**config.mk**
```make
export PLATFORM = sky130hd
export DESIGN_NAME = lib_islip_scheduler
export DESIGN_NICKNAME = d
export VERILOG_FILES = /design/src/rtl/lib_sched_pkg.sv /design/src/rtl/lib_rr_pick.sv /design/src/rtl/lib_islip_scheduler.sv
export SDC_FILE = /design/constraint.sdc
export NUM_CORES = 1
export LEC_CHECK = 0
export BUFFER_PORTS_ARGS = -buffer_cell sky130_fd_sc_hd__buf_2
export CORE_MARGIN = 2
export CORE_UTILIZATION = 45
export CTS_BUF_LIST = sky130_fd_sc_hd__clkbuf_4
export CTS_CLUSTER_SIZE = 8
export DETAILED_ROUTE_END_ITERATION = 6
export GPL_TIMING_DRIVEN = 1
export SYNTH_ARGS = -nofsm -noshare
export SYNTH_HDL_FRONTEND = slang
export SYNTH_SLANG_ARGS = --single-unit
```
**constraint.sdc**
```tcl
create_clock -name clk -period 4.6 [get_ports clk]
set_input_delay 0.23 -clock clk [delete_from_list [all_inputs] [get_ports clk]]
set_output_delay 0.23 -clock clk [all_outputs]
set_load 0.1 [all_outputs]
```
**src/rtl/lib_sched_pkg.sv**
```systemverilog
// Shared types for the iSLIP scheduler and its helpers.
package lib_sched_pkg;

  // Schedule controller states: wait for start, iterate, publish result.
  typedef enum logic [1:0] {
    ST_IDLE = 2'd0,
    ST_ITER = 2'd1,
    ST_DONE = 2'd2
  } sched_state_t;

endpackage

```
**src/rtl/lib_rr_pick.sv**
```systemverilog
// Combinational round-robin picker: first set request at or after ptr, wrapping mod W.
module lib_rr_pick #(
  parameter int W  = 4,
  parameter int PW = (W > 1) ? $clog2(W) : 1
) (
  input  logic [W-1:0]  req,
  input  logic [PW-1:0] ptr,
  output logic [W-1:0]  grant,
  output logic          grant_valid
);

  logic [PW-1:0] idx;

  // Scan W positions starting at ptr; the first hit wins and blocks the rest.
  always_comb begin
    grant       = '0;
    grant_valid = 1'b0;
    idx         = '0;
    for (int i = 0; i < W; i++) begin
      idx = PW'((int'(ptr) + i) % W);
      if (!grant_valid && req[idx]) begin
        grant[idx]  = 1'b1;
        grant_valid = 1'b1;
      end
    end
  end

endmodule

```
**src/rtl/lib_islip_scheduler.sv**
```systemverilog
// Multi-iteration iSLIP scheduler: request/grant/accept, one iteration per clock.
// Grant and accept pointers persist across schedules and only move on first-iteration accepts.
module lib_islip_scheduler
  import lib_sched_pkg::*;
#(
  parameter int N    = 4,
  parameter int M    = 4,
  parameter int ITER = 2
) (
  input  logic                  clk,
  input  logic                  reset,
  input  logic                  i_start,
  input  logic [N-1:0][M-1:0]   i_request,
  output logic                  o_busy,
  output logic                  o_valid,
  output logic [M-1:0][N-1:0]   o_match,
  output logic [N-1:0]          o_input_matched
);

  localparam int NW = (N > 1) ? $clog2(N) : 1;
  localparam int MW = (M > 1) ? $clog2(M) : 1;
  localparam int CW = $clog2(ITER + 1);

  sched_state_t             state_reg;
  logic [CW-1:0]            cnt_reg;
  logic [N-1:0][M-1:0]      req_reg;
  logic [M-1:0][N-1:0]      match_reg;
  logic [N-1:0]             in_matched_reg;
  logic [M-1:0][NW-1:0]     g_ptr_reg;
  logic [N-1:0][MW-1:0]     a_ptr_reg;
  logic                     valid_reg;

  logic [M-1:0]             out_matched;
  logic [M-1:0][N-1:0]      gnt_req;
  logic [M-1:0][N-1:0]      grant;
  logic [M-1:0]             grant_any;
  logic [N-1:0][M-1:0]      acc_req;
  logic [N-1:0][M-1:0]      accept;
  logic [N-1:0]             acc_valid;
  logic [M-1:0][N-1:0]      match_new;
  logic [M-1:0][NW-1:0]     g_ptr_next;
  logic [N-1:0][MW-1:0]     a_ptr_next;
  logic                     any_accept;
  logic                     last_iter;

  genvar gi, gj;

  // Grant stage: one picker per output over the unmatched inputs still requesting it.
  generate
    for (gi = 0; gi < M; gi++) begin : g_grant
      assign out_matched[gi] = |match_reg[gi];
      for (gj = 0; gj < N; gj++) begin : g_req
        assign gnt_req[gi][gj] = req_reg[gj][gi] & ~in_matched_reg[gj] & ~out_matched[gi];
      end
      lib_rr_pick #(.W(N), .PW(NW)) u_grant (
        .req         (gnt_req[gi]),
        .ptr         (g_ptr_reg[gi]),
        .grant       (grant[gi]),
        .grant_valid (grant_any[gi])
      );
    end
  endgenerate

  // Accept stage: one picker per input over the outputs that granted it.
  generate
    for (gi = 0; gi < N; gi++) begin : g_accept
      for (gj = 0; gj < M; gj++) begin : g_acc
        assign acc_req[gi][gj]   = grant[gj][gi] & grant_any[gj];
        assign match_new[gj][gi] = accept[gi][gj];
      end
      lib_rr_pick #(.W(M), .PW(MW)) u_accept (
        .req         (acc_req[gi]),
        .ptr         (a_ptr_reg[gi]),
        .grant       (accept[gi]),
        .grant_valid (acc_valid[gi])
      );
    end
  endgenerate

  assign any_accept = |acc_valid;
  assign last_iter  = (int'(cnt_reg) + 1 == ITER);

  // Pointers advance one past the partner of each accepted pair; others hold.
  always_comb begin
    g_ptr_next = g_ptr_reg;
    a_ptr_next = a_ptr_reg;
    for (int n = 0; n < N; n++) begin
      for (int m = 0; m < M; m++) begin
        if (accept[n][m]) begin
          g_ptr_next[m] = NW'((n + 1) % N);
          a_ptr_next[n] = MW'((m + 1) % M);
        end
      end
    end
  end

  // Schedule controller: latch requests, iterate until no progress or budget spent.
  always_ff @(posedge clk) begin
    if (reset) begin
      state_reg      <= ST_IDLE;
      cnt_reg        <= '0;
      req_reg        <= '0;
      match_reg      <= '0;
      in_matched_reg <= '0;
      g_ptr_reg      <= '0;
      a_ptr_reg      <= '0;
      valid_reg      <= 1'b0;
    end else begin
      case (state_reg)
        ST_IDLE: begin
          valid_reg <= 1'b0;
          if (i_start) begin
            req_reg        <= i_request;
            match_reg      <= '0;
            in_matched_reg <= '0;
            cnt_reg        <= '0;
            state_reg      <= ST_ITER;
          end
        end
        ST_ITER: begin
          match_reg      <= match_reg | match_new;
          in_matched_reg <= in_matched_reg | acc_valid;
          cnt_reg        <= cnt_reg + 1'b1;
          if (cnt_reg == '0) begin
            g_ptr_reg <= g_ptr_next;
            a_ptr_reg <= a_ptr_next;
          end
          if (!any_accept || last_iter) begin
            state_reg <= ST_DONE;
            valid_reg <= 1'b1;
          end
        end
        ST_DONE: begin
          valid_reg <= 1'b0;
          state_reg <= ST_IDLE;
        end
        default: begin
          valid_reg <= 1'b0;
          state_reg <= ST_IDLE;
        end
      endcase
    end
  end

  assign o_busy          = (state_reg == ST_ITER);
  assign o_valid         = valid_reg;
  assign o_match         = match_reg;
  assign o_input_matched = in_matched_reg;

endmodule
```
==> impl_metrics.json <==
{
  "crit_buf_inv": 1,
  "synthToLayoutAreaGrowth_pct": 9.56,
  "tritoncts.num_buffers": 9,
  "synthDominantCellAreaShare": 0.195,
  "grt_overflow_total": 0,
  "ys_ff_latch": 57,
  "grtUsageTotal": 0.257,
  "floorplan.rows": 41,
  "fin_hold_ws_ns": 0.0185,
  "yosysWarningCount": 0,
  "vias_per_cell": 6.32,
  "mappedNetlistArea_um2": 5840,
  "grt_setup_unrepaired": "false",
  "crit_start": "g_ptr_reg[0]$_SDFFE_PP0P_",
  "cp_data_arrival_time_ns": 4.64,
  "ys_seq_area_frac": 0.195,
  "worst_path_dominant_cell_family": "compound AO/OA/AOI/OAI gates",
  "ys_dominant_reg_cell": "dfxtp_1",
  "setup.worst_path.class": "flip-flop to flip-flop",
  "cap_violations": 0,
  "worst_r2r_startpoint": "g_ptr_reg[0]$_SDFFE_PP0P_",
  "synth_area_leaders": "dfxtp_1 20%, ha_1 14%, mux4_2 12%",
  "clock_skew_ns": 0.0171,
  "globalplace.congestion": 0.936,
  "hpwlAfterDp_mm": 14.2,
  "cts_root_buffer": "clkbuf_4",
  "ys_top_cells_by_count": "65 x ha_1, 63 x nor2_1, 57 x dfxtp_1, 32 x mux4_2, 32 x nand2_1",
  "critical-path-slowest-cell": "a221oi_2",
  "routed-via-count": 5401,
  "yosys.cell_count.top_type": "ha_1",
  "clk_latency_ns": 0.41,
  "critical_path_peak_fanout": 7,
  "synth_enable_flop_cells": 0,
  "rr_worst_depth": 12,
  "cts.path.max_buffers": 2,
  "antenna_found_initial": 0,
  "vias_in_the_first_global_route": 5194,
  "final_period_minus_worst_setup_slack_ns": 4.37,
  "crit_required_ns": 4.87,
  "syn-num-nets": 721,
  "placement.cell_area_um2": 6260,
  "tritoncts": "built",
  "syn_inst": 637,
  "post_route_cells_drive_above_1_share": 0.211,
  "timing_hold_violations_final": 0,
  "die_width_um": 118,
  "dieArea_um2": 13900,
  "num-fill-cells": 1257,
  "clock_pin_slew_on_the_worst_setup_and_hold_paths_ns": 0.11,
  "clkSinkCount": 57,
  "start_util": 0.463,
  "first_iter_violations": 661,
  "final_max_slew_viol_count": 0,
  "fmaxAchievable_mhz": 229,
  "first_pass_grt_wire_length_mm": 28.4,
  "max_slew.worst_pin.slew_ns": 1.11,
  "critical_path.endpoint": "a_ptr_reg[2]$_SDFFE_PP0P_",
  "detail_route.first_pass.iterations": 5,
  "postRouteAntennaNets": 0,
  "routedWlPerCell_um": 21.0,
  "setup-tns-final_ns": 0,
  "slowest_delay_ns": 0.64,
  "async_reset_ff_frac": 0,
  "hp_class": "primary input to flip-flop",
  "worst_r2r_endpoint": "a_ptr_reg[2]$_SDFFE_PP0P_",
  "number_of_antenna_cells_inserted": 0,
  "yosys.area.top_type": "dfxtp_1",
  "nets": 764,
  "routed_wl_mm": 18.0,
  "syn_area_per_cell_um2": 9.17,
  "setup.worst_path.start_class": "flip-flop",
  "worst_setup_path_end_kind": "flip-flop",
  "ios": 41,
  "drcViolationCount": 0,
  "post-route-period-util": 0.949,
  "relative_slew_slack": 0.259,
  "die_y_um": 118,
  "core_um2": 12600,
  "crit_path_cell_trace": "inv_1, ha_1, mux4_2, a211o_1, o211ai_2, a211oi_1, or3_4, a31o_2, a221oi_2, nand2_1, a21oi_1, a311oi_1",
  "htreeDepth": 3,
  "yosys.cell_types.count": 84,
  "wp_depth": 12,
  "internal_reg_to_reg_setup_slack_ns": 0.23,
  "count_of_final_setup_violators": 0,
  "design_area_um2": 6400,
  "portBuffers": 40,
  "run_status": "complete, no violations",
  "grt_max_degree": 21
}
[metal layers]
metal  global-route usage  wire, µm
met4               0.0934       528
met1                0.339      7640
met5                    0         0
met3               0.0329      1260
met2                0.432      8550
[worst min-delay path by stage]
stage / from / end / slack, ns / cells after the start
after global placement: i_request[9] / req_reg[9]$_SDFFE_PP0P_ / 0.44 / 2
after global routing: i_request[8] / req_reg[8]$_SDFFE_PP0P_ / 0.008 / 2
after detailed placement: i_request[15] / req_reg[15]$_SDFFE_PP0P_ / 0.44 / 2
after floorplan: i_request[0] / req_reg[0]$_SDFFE_PP0P_ / 0.36 / 1
after CTS: i_request[13] / req_reg[13]$_SDFFE_PP0P_ / 0.001 / 2
final: i_request[7] / req_reg[7]$_SDFFE_PP0P_ / 0.02 / 2
[worst reg2reg max path, delay by kind of cell, from the launching register on]
kind | cells | cell delay (ns)
AOI/OAI and AO/OA | 7 | 2.10
adders and majority gates | 1 | 0.37
muxes | 1 | 0.51
and+or+nand+nor | 2 | 0.51
buffers and inverters | 1 | 0.22
DFF | 1 | 0.51
[final cells by class]
cell class / count / area (µm²) / share of cell area
timing repair buffer: 55 / 318 / 0.0497
tap: 172 / 215 / 0.0336
multi-input combinational: 524 / 4480 / 0.701
sequential: 57 / 1140 / 0.178
clock inverter: 5 / 48.8 / 0.00763
inverter: 33 / 124 / 0.0194
clock buffer: 9 / 67.6 / 0.0106
[metrics by stage]
step	worst slack, ns	utilization	std cells
floorplan	0.623	-	637
global placement	0.399	0.496	839
detailed placement	0.246	0.496	839
CTS	0.210	0.507	855
global route	0.0716	0.507	855
finish	0.235	0.507	855
[cells by family after synthesis]
group,Yosys count,share of synthesized area
AOI/OAI and AO/OA,187,0.268
DFF,57,0.195
muxes,51,0.156
adders and majority gates,65,0.139
buffers and inverters,56,0.0369
and+or+nand+nor,221,0.204
[placed cells by master, fill, tap and decap left out, types with 8 or more instances in the layout]
cell / n
nand3_1: 25
ha_1: 65
o211ai_2: 11
buf_4: 13
a21oi_1: 24
nand2b_1: 23
nand2_1: 32
nor2_1: 63
a22o_1: 20
dfxtp_1: 57
buf_2: 40
inv_1: 30
nor3_1: 9
and2b_1: 10
nor2b_1: 8
o21ai_0: 14
mux4_2: 32
mux2i_1: 17
o21a_1: 19
a221oi_1: 9
and2_1: 9
clkbuf_4: 9
o211ai_1: 9
[what timing repair did]
action	in CTS	in global routing
hold endpoints to repair	2	0
buffers inserted	0	0
endpoints found under the setup margin	0	0
resized for setup	0	0
hold buffers	2	0
Power is not shown: default switching activity piles up to over one toggle a cycle in this logic, so the estimate is an artifact.
